### config.mk
export PLATFORM = sky130hd
export DESIGN_NAME = loop_seq_6bit_flat
export DESIGN_NICKNAME = d
export VERILOG_FILES = /design/src/rtl/loop_seq_6bit_if.sv /design/src/rtl/loop_seq_6bit.sv /design/src/flat_wrapper.sv
export SDC_FILE = /design/constraint.sdc
export NUM_CORES = 1
export LEC_CHECK = 0
export ABC_AREA = 1
export ABC_CLOCK_PERIOD_IN_PS = 1400
export CORE_ASPECT_RATIO = 1.5
export CORE_MARGIN = 2
export CORE_UTILIZATION = 46
export DETAILED_ROUTE_END_ITERATION = 16
export MAX_ROUTING_LAYER = met4
export PLACE_DENSITY = 0.76
export SETUP_SLACK_MARGIN = 0.5
export SYNTH_ARGS = -nofsm -noshare
export SYNTH_HDL_FRONTEND = slang
export SYNTH_SLANG_ARGS = --single-unit
### constraint.sdc
create_clock -name clk -period 1.4 [get_ports clk]
set_clock_uncertainty 0.2 [all_clocks]
set_input_delay 0.28 -clock clk [delete_from_list [all_inputs] [get_ports clk]]
set_output_delay 0.28 -clock clk [all_outputs]
set_load 0.02 [all_outputs]
### src/rtl/loop_seq_6bit_if.sv
// Step/handshake bundle between the frame controller (master) and the
// two-level loop sequencer (slave).
interface loop_seq_6bit_if #(parameter int CNT_WIDTH = 6) ();
    logic                 start;
    logic                 abort;
    logic [CNT_WIDTH-1:0] inner_last;
    logic [CNT_WIDTH-1:0] outer_last;
    logic                 step_ready;
    logic                 step_valid;
    logic [CNT_WIDTH-1:0] inner_idx;
    logic [CNT_WIDTH-1:0] outer_idx;
    logic                 last_inner;
    logic                 last_step;
    logic                 busy;
    logic                 done;

    modport master (
        output start, abort, inner_last, outer_last, step_ready,
        input  step_valid, inner_idx, outer_idx, last_inner, last_step, busy, done
    );

    modport slave (
        input  start, abort, inner_last, outer_last, step_ready,
        output step_valid, inner_idx, outer_idx, last_inner, last_step, busy, done
    );
endinterface

### src/rtl/loop_seq_6bit.sv
// Two-level (outer, inner) loop sequencer presenting one step per
// valid/ready handshake and pulsing done once the last step is taken.
module loop_seq_6bit #(
    parameter int CNT_WIDTH = 6
) (
    input  logic            clk,
    input  logic            rst_n,
    loop_seq_6bit_if.slave  bus
);

    typedef enum logic [1:0] {
        IDLE = 2'd0,
        RUN  = 2'd1,
        DONE = 2'd2
    } state_t;

    state_t               state_q, state_d;
    logic [CNT_WIDTH-1:0] inner_q, inner_d;
    logic [CNT_WIDTH-1:0] outer_q, outer_d;
    logic [CNT_WIDTH-1:0] inner_last_q, inner_last_d;
    logic [CNT_WIDTH-1:0] outer_last_q, outer_last_d;

    logic [CNT_WIDTH-1:0] inner_eq_bits;
    logic [CNT_WIDTH-1:0] outer_eq_bits;
    logic                 inner_at_last;
    logic                 outer_at_last;
    logic                 accept;

    // Per-bit equality against the latched limits only, never the live inputs.
    for (genvar gi = 0; gi < CNT_WIDTH; gi++) begin : g_eq
        assign inner_eq_bits[gi] = ~(inner_q[gi] ^ inner_last_q[gi]);
        assign outer_eq_bits[gi] = ~(outer_q[gi] ^ outer_last_q[gi]);
    end

    assign inner_at_last = &inner_eq_bits;
    assign outer_at_last = &outer_eq_bits;
    assign accept        = (state_q == RUN) && bus.step_ready;

    always_ff @(posedge clk or negedge rst_n) begin
        if (!rst_n) begin
            state_q      <= IDLE;
            inner_q      <= '0;
            outer_q      <= '0;
            inner_last_q <= '0;
            outer_last_q <= '0;
        end else begin
            state_q      <= state_d;
            inner_q      <= inner_d;
            outer_q      <= outer_d;
            inner_last_q <= inner_last_d;
            outer_last_q <= outer_last_d;
        end
    end

    always_comb begin
        state_d      = state_q;
        inner_d      = inner_q;
        outer_d      = outer_q;
        inner_last_d = inner_last_q;
        outer_last_d = outer_last_q;

        if (bus.abort) begin
            // Abort wins over start and over a same-cycle accept.
            state_d = IDLE;
            inner_d = '0;
            outer_d = '0;
        end else begin
            unique case (state_q)
                IDLE: begin
                    if (bus.start) begin
                        inner_last_d = bus.inner_last;
                        outer_last_d = bus.outer_last;
                        inner_d      = '0;
                        outer_d      = '0;
                        state_d      = RUN;
                    end
                end
                RUN: begin
                    if (accept) begin
                        if (!inner_at_last) begin
                            inner_d = CNT_WIDTH'(inner_q + 1'b1);
                        end else if (!outer_at_last) begin
                            inner_d = '0;
                            outer_d = CNT_WIDTH'(outer_q + 1'b1);
                        end else begin
                            // Final step taken: indices keep their last values.
                            state_d = DONE;
                        end
                    end
                end
                DONE: begin
                    state_d = IDLE;
                end
                default: begin
                    state_d = IDLE;
                end
            endcase
        end
    end

    assign bus.step_valid = (state_q == RUN);
    assign bus.busy       = (state_q == RUN);
    assign bus.done       = (state_q == DONE);
    assign bus.inner_idx  = inner_q;
    assign bus.outer_idx  = outer_q;
    assign bus.last_inner = (state_q == RUN) && inner_at_last;
    assign bus.last_step  = (state_q == RUN) && inner_at_last && outer_at_last;

endmodule

### src/flat_wrapper.sv
// flat-port wrapper written by rule: the top's interface ports become plain ports
module loop_seq_6bit_flat 
#(
    parameter int CNT_WIDTH = 6
)
  (clk, rst_n, bus_start, bus_abort, bus_inner_last, bus_outer_last, bus_step_ready, bus_step_valid, bus_inner_idx, bus_outer_idx, bus_last_inner, bus_last_step, bus_busy, bus_done);
  loop_seq_6bit_if #(.CNT_WIDTH(CNT_WIDTH)) bus_i ();
  input  logic clk;
  input  logic rst_n;
  input wire logic [$bits(bus_i.start)-1:0] bus_start;
  input wire logic [$bits(bus_i.abort)-1:0] bus_abort;
  input wire logic [$bits(bus_i.inner_last)-1:0] bus_inner_last;
  input wire logic [$bits(bus_i.outer_last)-1:0] bus_outer_last;
  input wire logic [$bits(bus_i.step_ready)-1:0] bus_step_ready;
  output wire logic [$bits(bus_i.step_valid)-1:0] bus_step_valid;
  output wire logic [$bits(bus_i.inner_idx)-1:0] bus_inner_idx;
  output wire logic [$bits(bus_i.outer_idx)-1:0] bus_outer_idx;
  output wire logic [$bits(bus_i.last_inner)-1:0] bus_last_inner;
  output wire logic [$bits(bus_i.last_step)-1:0] bus_last_step;
  output wire logic [$bits(bus_i.busy)-1:0] bus_busy;
  output wire logic [$bits(bus_i.done)-1:0] bus_done;
  assign bus_i.start = bus_start;
  assign bus_i.abort = bus_abort;
  assign bus_i.inner_last = bus_inner_last;
  assign bus_i.outer_last = bus_outer_last;
  assign bus_i.step_ready = bus_step_ready;
  assign bus_step_valid = bus_i.step_valid;
  assign bus_inner_idx = bus_i.inner_idx;
  assign bus_outer_idx = bus_i.outer_idx;
  assign bus_last_inner = bus_i.last_inner;
  assign bus_last_step = bus_i.last_step;
  assign bus_busy = bus_i.busy;
  assign bus_done = bus_i.done;
  loop_seq_6bit #(.CNT_WIDTH(CNT_WIDTH)) u_core (.clk(clk), .rst_n(rst_n), .bus(bus_i));
endmodule
; ---- Yosys cells after proc, flatten, opt, wreduce, memory -nomap -nowiden
; Cells that the tools add are included.
[word_totals]
register_bits = 26
in_bits = 17
output_inout_bits = 17
elab_cells = 68
[op_classes]
add_sub_neg = 2
n_eq_ne = 8
muxes = 17
n_bitwise = 25
n_reduce_logical = 11
[op_table]
columns = operator, n
row1 = 2-to-1 mux 6 bit, 9
row2 = case mux 6 bit (2 select lines), 2
row3 = NOT 1 bit, 13
row4 = "adder 6 x 1 -> 6 bit, second input constant", 2
row5 = AND reduction 6 bit, 2
row6 = XOR 1 bit, 12
row7 = 2-to-1 mux 2 bit, 5
row8 = "!= test 3 x 2 -> 1 bit, second input constant", 3
row9 = AND reduction 4 bit, 2
row10 = "!= test 3 bit, second input constant", 2
row11 = AND reduction 5 bit, 1
row12 = "!= test 4 bit, second input constant", 1
row13 = case mux 2 bit (2 select lines), 1
row14 = logical AND 1 bit, 3
row15 = AND reduction 3 bit, 1
row16 = nonzero test 3 bit, 1
row17 = "equality test 2 x 1 -> 1 bit, second input constant", 1
row18 = "equality test 2 bit, second input constant", 1
row19 = logical NOT 2 bit, 1

; ---- Logic depth before layout (Yosys ltp)
[depth]
ltp_word = 8
ltp_mapped = 11
mapped_depth_nobuf = 10

; ---- Least setup slack after synthesis
; Ideal clock, no wire load.
[synth_timing]
path_type = reg2out
start = register u_core.inner_q[2] (netlist: u_core.bus.inner_idx[2])
end = output port bus_last_step
arrival_time_ns = 1.485
required_ns = 0.920
path_slack_ns = -0.565
path_stages_with_launch = 7
path_cell_list = dfrtp_1 -> buf_4 -> nand2_1 -> nand2_1 -> nor2_1 -> nand3_2 -> nor3_1
[synth_between]
elab_chain_cells = 5
[synth_lines]
columns = element, line
row1 = start: declaration, loop_seq_6bit.sv:18  ; logic [CNT_WIDTH-1:0] inner_q, inner_d;
row2 = start signal: assignment, loop_seq_6bit.sv:48  ; inner_q <= inner_d;
row3 = XOR 1 bit, loop_seq_6bit.sv:31  ; assign inner_eq_bits[gi] = ~(inner_q[gi] ^ inner_last_q[gi]);
row4 = NOT 1 bit, loop_seq_6bit.sv:31
row5 = AND reduction 6 bit, loop_seq_6bit.sv:35  ; assign inner_at_last = &inner_eq_bits;
row6 = logical AND 1 bit (2 in series), loop_seq_6bit.sv:107  ; assign bus.last_step = (state_q == RUN) && inner_at_last && outer_at_last;
row7 = end: declaration, flat_wrapper.sv:19  ; output wire logic [$bits(bus_i.last_step)-1:0] bus_last_step;
; Every way passes these cells.

; ---- Final worst setup path
[layout_timing]
start = register u_core.inner_last_q[1]
end = output port bus_last_step
[layout_between]
elab_chain_cells = 5
[layout_lines]
columns = element, line
row1 = start: declaration, loop_seq_6bit.sv:20  ; logic [CNT_WIDTH-1:0] inner_last_q, inner_last_d;
row2 = start signal: assignment, loop_seq_6bit.sv:50  ; inner_last_q <= inner_last_d;
row3 = XOR 1 bit, loop_seq_6bit.sv:31
row4 = NOT 1 bit, loop_seq_6bit.sv:31
row5 = AND reduction 6 bit, loop_seq_6bit.sv:35
row6 = logical AND 1 bit (2 in series), loop_seq_6bit.sv:107
; Every way passes these cells.

==> out/metrics.yaml <==
setup_path:
  crit_family: "simple AND/OR/NAND/NOR gates"
  cp_common_cell: "nor2_2"
  crit_chain: "nor2_2 > nor2_2 > nor2_2 > nand3_4 > nor3_4 > buf_6"
  worstPathMaxFanout: 3
  critPathMaxStageDelay_ps: 440
  rr_worst_depth: 9
  r2r_start: "u_core.bus.inner_idx[3]"
  rr_endpoint: "u_core.bus.inner_idx[5]"
  path_depth: 6
  cp.arrival_ps: 1550
  critPathBufInv: 1
  start_kind: "flip-flop"
  crit_start: "u_core.inner_last_q[1]"
  regToRegSetupSlack_ps: -630
  slowest_stage: "dfrtp_1"
  critPathRequiredTime_ps: 920
  crit_end: "bus_last_step"
  endpoint_kind: "output port"
  crit_type: "flip-flop to output port"
run_status:
  violations: "negative setup slack"
  outcome: "finished, violations left"
yosys:
  ys_ff_latch: 26
  syn_area_um2: 1660
  syn_avg_cell_area_um2: 7.56
  synth_warnings: 0
  synth_cell_types: 29
  syn_inst: 220
  synthArstFlopShare: 1.00
  synth-edff-count: 0
  seq_area_frac_synth: 0.391
  synth_nets: 239
  ys.flop_type: "dfrtp_1"
cells_and_area:
  fill_cells: 156
  diodes: 0
  final_core_util: 0.894
  final_nets: 343
  final_layout_size_suffix_gt1_frac: 0.560
  stdcell_count: 365
  syn_to_final_growth_pct: 85.3
place:
  place_congestion: 0.912
  place_inst: 339
  dpl.hpwl_um: 3260
  post-place-ws_ps: -730
  port_buffers: 33
clocking:
  cts_tree: "yes"
  clk_pin_slew_ps: 110
  cts.sinks: 26
  cts_buffers: 3
  clock_path_buffers: 2
  clk_latency_ps: 300
  h-tree-depth: 1
  cts_root_buffer: "clkbuf_8"
grt:
  grt_max_degree: 27
  grt.total_usage: 0.317
  grt_pass1_wl_um: 9390
  gr-total-overflow: 0
  grt_pass1_vias: 1996
  antenna_found_initial: 0
sta:
  period_minus_slack_ps: 2030
  setup_slack_ps: -633
  rsz0062_at_grt: "true"
  setup_viol: 41
  fin_tns_setup_ps: -12440
  slew_viol_final: 0
  tightest_slew_ps: 305
  finalHoldViolCount: 0
  fmax_mhz: 492
  hold_slack_ps: 128
  fin_crit_sh: 1.45
  relSlewSlack: 0.795
job:
  maxCapViolations: 0
floorplanning:
  coreArea_um2: 3450
  initial_core_util: 0.482
  die_x_um: 53.1
  pin_count: 34
  row_count: 26
  die_height_um: 77.6
  fp.dieArea_um2: 4120
detailed_routing:
  drc: 0
  vias: 2002
  totalWireLength_um: 6590
  drtIter0Drc: 162
  post_drt_wl_per_cell_um: 18.1
  drtAntennaViolNets: 0
  viasPerCell: 5.48
  dr.pass1.iters: 5
power_and_ir_drop:
  power_density_nw_per_um2: 943
  peakVddDrop_uv: 1230
  p_leak_nw: 1.49
hold_path:
  hp-class: "input pin to async pin"
state kept, by name (all words and copies together), names as in the netlist:
name / cells
u_core.outer_last_q: 6
u_core.state_q: 2
u_core.bus.outer_idx: 6
u_core.bus.inner_idx: 6
u_core.inner_last_q: 6
per-stage QoR:
step | total power [mW] | area [µm²]
floorplan | 1.54 | 1780
global placement | 1.96 | 2520
detailed placement | 1.99 | 2520
CTS | 2.67 | 2900
global route | 3.02 | 3080
finish | 2.91 | 3080
cells in the final DEF (no fill, tap or decap), types with 2 or more instances in the layout:
master,n
buf_8,3
buf_4,39
nand4_1,8
nand2_2,12
dfrtp_2,13
clkdlybuf4s50_1,16
inv_2,6
mux2_2,3
inv_1,21
nand3_1,12
nand3_4,4
buf_12,4
xnor2_1,2
nor2_2,9
buf_6,42
dfrtp_1,13
nor2_1,12
a21oi_2,9
nand2_1,51
xor2_1,2
nor2_4,19
clkbuf_8,4
nand2_8,3
nand2_4,2
what timing repair did:
item / CTS / global route
pin swaps: 21 / 18
gates cloned: 1 / 0
resized for setup: 149 / 36
endpoints found under the setup margin: 43 / 43
buffers inserted: 14 / 7
hold buffers: 0 / 0
worst min-delay path by stage:
stage / depth (start not counted) / to / slack (ps) / start
floorplan: 0 / u_core.bus.inner_idx[0] / -220 / rst_n
global placement: 1 / u_core.inner_last_q[1] / 320 / u_core.inner_last_q[1]
detailed placement: 1 / u_core.inner_last_q[1] / 330 / u_core.inner_last_q[1]
CTS: 2 / u_core.outer_last_q[1] / 160 / rst_n
global route: 2 / u_core.outer_last_q[1] / 150 / rst_n
finish: 2 / u_core.outer_last_q[1] / 130 / rst_n
cell type report:
| type | count | area (µm²) | area share |
|---|---|---|---|
| tap | 42 | 52.6 | 0.0171 |
| inverter | 30 | 129 | 0.0418 |
| sequential | 26 | 667 | 0.216 |
| timing repair buffer | 105 | 1080 | 0.350 |
| multi-input combinational | 158 | 1100 | 0.357 |
| clock buffer | 4 | 55.1 | 0.0179 |
power by group:
part / leakage, nW / switching [mW] / internal (mW)
clock network: 0.0288 / 0.288 / 0.253
logic: 1.15 / 0.696 / 0.697
registers: 0.305 / 0.106 / 0.865
kinds of logic (layout without fill, tap and decap cells):
family	Yosys count	after routing	synth area share
buf+inv	36	139	0.0963
fa+ha+maj	2	2	0.0150
simple gates	136	136	0.416
compound gates	13	13	0.0399
flops	26	26	0.391
xor+xnor	4	4	0.0211
mux	3	3	0.0203
cells in the mapped netlist (4+ instances only):
master,number,area share
nand4_1,8,0.030
dfrtp_1,26,0.39
inv_1,24,0.054
nor2_1,32,0.072
nand3_1,13,0.039
nor2_4,6,0.041
nand2_1,60,0.14
inv_2,4,0.0090
nand2_2,4,0.015
a21oi_1,10,0.030
per-layer routing:
metal,routed length (µm),GRT usage,vias to the layer above
met1,2200,0.349,952
met4,416,0.159,0
met5,0,-,-
met2,3610,0.541,115
met3,359,0.0423,44
li1,-,-,891
(Power assumes the default switching activity.)
